`src/rtl/dem_mis_sorter6.sv`:
```
// Mismatch-shaping sorter for the 6-element DEM selector.
// Integrates element usage and emits element indices ordered least-used first.
module dem_mis_sorter6 #(
  parameter int W = 4
) (
  input  logic       CLK,
  input  logic       RST_N,
  input  logic       IN_VLD,
  output logic       IN_RDY,
  input  logic [5:0] SV_FB,
  input  logic       MIS_SEL,
  output logic       OUT_VLD,
  output logic [2:0] SQ5,
  output logic [2:0] SQ4,
  output logic [2:0] SQ3,
  output logic [2:0] SQ2,
  output logic [2:0] SQ1,
  output logic [2:0] SQ0
);

  typedef enum logic [2:0] {
    S_IDLE,
    S_UPD,
    S_NORM,
    S_SORT,
    S_DONE
  } state_e;

  localparam logic [W-1:0] UMAX = '1;

  state_e state_q, state_d;
  logic [5:0] sv_q, sv_d;
  logic byp_q, byp_d;
  logic [2:0] p_q, p_d;
  logic [W-1:0] u_q [6];
  logic [W-1:0] u_d [6];
  logic [W-1:0] key_q [6];
  logic [W-1:0] key_d [6];
  logic [2:0] idx_q [6];
  logic [2:0] idx_d [6];
  logic [2:0] sq_q [6];
  logic [2:0] sq_d [6];

  logic [W-1:0] mn;
  logic [W-1:0] nk [6];
  logic [2:0] ni [6];

  always_comb begin
    mn = u_q[0];
    for (int i = 1; i < 6; i++) begin
      if (u_q[i] < mn) mn = u_q[i];
    end
  end

  // One odd-even transposition pass; pairs are disjoint so reads
  // come straight from the registered array.
  always_comb begin
    for (int j = 0; j < 6; j++) begin
      nk[j] = key_q[j];
      ni[j] = idx_q[j];
    end
    for (int j = 0; j < 5; j++) begin
      if ((j % 2) == int'(p_q[0])) begin
        if ((key_q[j] > key_q[j+1]) ||
            ((key_q[j] == key_q[j+1]) &&
             (idx_q[j] > idx_q[j+1]))) begin
          nk[j]   = key_q[j+1];
          nk[j+1] = key_q[j];
          ni[j]   = idx_q[j+1];
          ni[j+1] = idx_q[j];
        end
      end
    end
  end

  always_comb begin
    state_d = state_q;
    sv_d    = sv_q;
    byp_d   = byp_q;
    p_d     = p_q;
    for (int i = 0; i < 6; i++) begin
      u_d[i]   = u_q[i];
      key_d[i] = key_q[i];
      idx_d[i] = idx_q[i];
      sq_d[i]  = sq_q[i];
    end
    unique case (state_q)
      S_IDLE: begin
        if (IN_VLD) begin
          sv_d    = SV_FB;
          byp_d   = MIS_SEL;
          state_d = S_UPD;
        end
      end
      S_UPD: begin
        if (!byp_q) begin
          for (int i = 0; i < 6; i++) begin
            if (sv_q[i] && (u_q[i] != UMAX)) begin
              u_d[i] = u_q[i] + 1'b1;
            end
          end
        end
        state_d = S_NORM;
      end
      S_NORM: begin
        for (int i = 0; i < 6; i++) begin
          u_d[i]   = u_q[i] - mn;
          key_d[i] = u_q[i] - mn;
          idx_d[i] = 3'(i);
        end
        p_d     = 3'd0;
        state_d = S_SORT;
      end
      S_SORT: begin
        for (int i = 0; i < 6; i++) begin
          key_d[i] = nk[i];
          idx_d[i] = ni[i];
        end
        p_d = p_q + 3'd1;
        if (p_q == 3'd5) begin
          for (int i = 0; i < 6; i++) begin
            sq_d[i] = byp_q ? 3'(i) : ni[i];
          end
          state_d = S_DONE;
        end
      end
      S_DONE: state_d = S_IDLE;
      default: state_d = S_IDLE;
    endcase
  end

  always_ff @(posedge CLK) begin
    if (!RST_N) begin
      state_q <= S_IDLE;
      sv_q    <= '0;
      byp_q   <= 1'b0;
      p_q     <= '0;
      for (int i = 0; i < 6; i++) begin
        u_q[i]   <= '0;
        key_q[i] <= '0;
        idx_q[i] <= 3'(i);
        sq_q[i]  <= 3'(i);
      end
    end else begin
      state_q <= state_d;
      sv_q    <= sv_d;
      byp_q   <= byp_d;
      p_q     <= p_d;
      for (int i = 0; i < 6; i++) begin
        u_q[i]   <= u_d[i];
        key_q[i] <= key_d[i];
        idx_q[i] <= idx_d[i];
        sq_q[i]  <= sq_d[i];
      end
    end
  end

  assign IN_RDY  = RST_N & (state_q == S_IDLE);
  assign OUT_VLD = (state_q == S_DONE);
  assign SQ0 = sq_q[0];
  assign SQ1 = sq_q[1];
  assign SQ2 = sq_q[2];
  assign SQ3 = sq_q[3];
  assign SQ4 = sq_q[4];
  assign SQ5 = sq_q[5];

endmodule

```
`config.mk`:
```
export PLATFORM = sky130hd
export DESIGN_NAME = dem_mis_sorter6
export DESIGN_NICKNAME = d
export VERILOG_FILES = /design/src/rtl/dem_mis_sorter6.sv
export SDC_FILE = /design/constraint.sdc
export NUM_CORES = 1
export LEC_CHECK = 0
export CORE_MARGIN = 5
export CORE_UTILIZATION = 35
export DETAILED_ROUTE_END_ITERATION = 16
export GPL_TIMING_DRIVEN = 0
export PLACE_DENSITY = 0.62
export SLEW_MARGIN = 10
export SYNTH_ARGS = -nofsm -noshare
export SYNTH_HDL_FRONTEND = slang
export SYNTH_SLANG_ARGS = --single-unit
export TNS_END_PERCENT = 30
```
`constraint.sdc`:
```
create_clock -name CLK -period 16.75 [get_ports CLK]
set_clock_uncertainty 0.1 [all_clocks]
set_input_delay 2.5125 -clock CLK [delete_from_list [all_inputs] [get_ports CLK]]
set_output_delay 2.5125 -clock CLK [all_outputs]
set_load 0.02 [all_outputs]
```
==> results.json <==
{
  "fin_crit_ps": 8530,
  "peakVddDrop_mv": 0.0539,
  "setup_viol": 0,
  "wirelength_um": 19700,
  "dp_cells": 1184,
  "cts_tree": "yes",
  "crit_type": "register to register",
  "cts-root-buf": "clkbuf_16",
  "p_leak_nw": 3.22,
  "crit_path_top_delay_cell": "mux2i_1",
  "synth_cells": 885,
  "ys_ff_latch": 97,
  "dr.pass1.iters": 5,
  "clk_path_buf_depth": 2,
  "slew_viol_final": 0,
  "cp_num_buf_inv": 2,
  "grt_overflow": 0,
  "critical_path.max_fanout": 7,
  "vias": 6419,
  "grt_pass1_wl_um": 32200,
  "route.detailed.drc": 0,
  "grt.total_usage": 0.169,
  "busiest_layer": "met2",
  "ys.warnings.count": 0,
  "finalSetupTns_ps": 0,
  "hold_path.class": "register to register",
  "grtUsageMet2": 0.282,
  "synth_area_per_cell_um2": 8.00,
  "layout-drive-gt1-share": 0.0333,
  "clkLatencyLatePin_ps": 360,
  "slowest_delay_ps": 700,
  "cts_resized": 0,
  "cap_violations": 0,
  "hold_ws_ps": 388,
  "die_x_um": 152,
  "ys_seq_area_frac": 0.274,
  "rsz0062_at_grt": "no",
  "grt_use_met1": 0.227,
  "postCtsSetupBuffers": 0,
  "worst_ep_required_time_ps": 16890,
  "place_ws_ps": 8280,
  "core-area_um2": 20100,
  "yosysUniqueCellTypes": 62,
  "dieHeight_um": 152,
  "final_cells": 1200,
  "crit_top_cell": "ha_1",
  "synth-async-reset-ratio": 0,
  "startpoint_type": "register",
  "ant_nets": 0,
  "die-area_um2": 23200,
  "end_kind": "register",
  "synth_fp_nets": 981,
  "htreeDepth": 3,
  "final_nets": 1021,
  "wl_per_cell_um": 16.4,
  "via_per_inst": 5.35,
  "p_total_w": 0.00111,
  "numCtsBuffers": 9,
  "ys.flop_type": "dfxtp_1",
  "io_pins": 30,
  "cp_top_family": "compound AO/OA/AOI/OAI gates",
  "hpwl_um": 15100,
  "p_per_area_nw_per_um2": 139,
  "max_freq_mhz": 117,
  "grt_pass1_vias": 6065,
  "path_clk_slew_ps": 70,
  "grtUsageMet3": 0.0298,
  "hold_viol": 0,
  "layout_common_cells": "nand2_1 (97), dfxtp_1 (97), ha_1 (80)",
  "min_period_over_period": 0.509,
  "area_delta_synth_final_pct": 13.0,
  "start_util": 0.352,
  "cts_hold_buf": 0,
  "antenna_found_initial": 0,
  "syn_area_um2": 7080,
  "cts_sinks": 97,
  "io_buffers": 29,
  "crit_arrival_ps": 8670,
  "dr.first_iter.drc_count": 504,
  "grt_max_degree": 16,
  "rows": 52,
  "synth_edf_count": 0,
  "gp_congestion": 0.853,
  "setup_slack_ps": 8220,
  "diodes": 0,
  "max_slew_margin": 0.214,
  "run_status": "finished, final reports clean",
  "worst_slew_pin_slew_ps": 1180
}
## routing by layer
metal  vias up  part of all wire
met5         -                 0
li1       3257                 -
met2       103              0.47
met4         0             0.015
met1      3036              0.49
met3        23             0.031
## logic make-up (layout without fill, tap and decap cells)
group                    count (synthesis)  in the layout  share of synthesized area
AND/OR/NAND/NOR                        281            281                      0.201
AO/OA/AOI/OAI                          271            271                      0.256
buffers and inverters                  112            157                     0.0594
flip-flops                              97             97                      0.274
adder cells (fa/ha/maj)                 86             86                      0.158
multiplexers                            20             20                     0.0288
XOR/XNOR                                18             18                     0.0223
## sequential cells by signal, summed over array words and instances, names as in the netlist
| register | cells |
|---|---|
| key_q | 24 |
| p_q | 3 |
| state_q | 3 |
| sv_q | 6 |
| u_q | 24 |
| sq_q | 18 |
| idx_q | 18 |
| byp_q | 1 |
## stage by stage
stage / instance area, um^2 / util
global route: 8000 / 0.398
floorplan: 7080 / -
detailed placement: 7710 / 0.383
CTS: 8000 / 0.398
finish: 8000 / 0.398
global placement: 7710 / 0.383
## worst paths after layout
| path | startpoint | to | slack (ps) | cells past startpoint |
|---|---|---|---|---|
| setup / recovery | u_q[0][1]$_SDFFE_PN0P_ | key_q[4][3]$_SDFFE_PN0N_ | 8220 | 37 |
| hold / removal | p_q[1]$_SDFFE_PN0N_ | p_q[1]$_SDFFE_PN0N_ | 390 | 2 |
| setup reg to reg | u_q[0][1]$_SDFFE_PN0P_ | key_q[4][3]$_SDFFE_PN0N_ | 8220 | 37 |
| hold reg to reg | p_q[1]$_SDFFE_PN0N_ | p_q[1]$_SDFFE_PN0N_ | 390 | 2 |
## report_power, final
group	switching (W)	internal [W]	total [W]
registers	0.0000299	0.000252	0.000282
logic	0.000370	0.000245	0.000615
clock network	0.0000953	0.000116	0.000211
total	0.000495	0.000614	0.00111
## worst min-delay path, stage by stage, from the launching register on
cell and delay [ps]:
dfxtp_1 330, nand2_1 50, a21boi_0 60
## Yosys cell counts (8+ instances only)
master / count / area (um^2)
a21o_1: 10 / 75.1
a21oi_1: 45 / 225
a22oi_1: 11 / 82.6
a31oi_1: 8 / 50.1
and2_1: 26 / 163
and3_1: 17 / 106
clkbuf_1: 39 / 146
dfxtp_1: 97 / 1940
ha_1: 80 / 1000
inv_1: 68 / 255
mux2i_1: 17 / 170
nand2_1: 97 / 364
nand2b_1: 13 / 81.3
nand3_1: 20 / 100
nor2_1: 38 / 143
nor2b_1: 41 / 257
o211a_1: 9 / 90.1
o211ai_1: 40 / 300
o21a_1: 12 / 90.1
o21ai_0: 69 / 345
o22ai_1: 34 / 213
xnor2_1: 8 / 70.1
xor2_1: 10 / 87.6
## area by class of cell
| class | count | area [um^2] |
|---|---|---|
| fillers | 2073 | 12100 |
| flip-flops and latches | 97 | 1940 |
| inverters | 68 | 255 |
| clock inverters | 5 | 56.3 |
| multi-input cells | 676 | 4720 |
| well taps | 270 | 338 |
| plain buffers | 44 | 165 |
| repair buffers | 29 | 290 |
| clock buffers | 11 | 233 |
(Power assumes the default switching activity.)
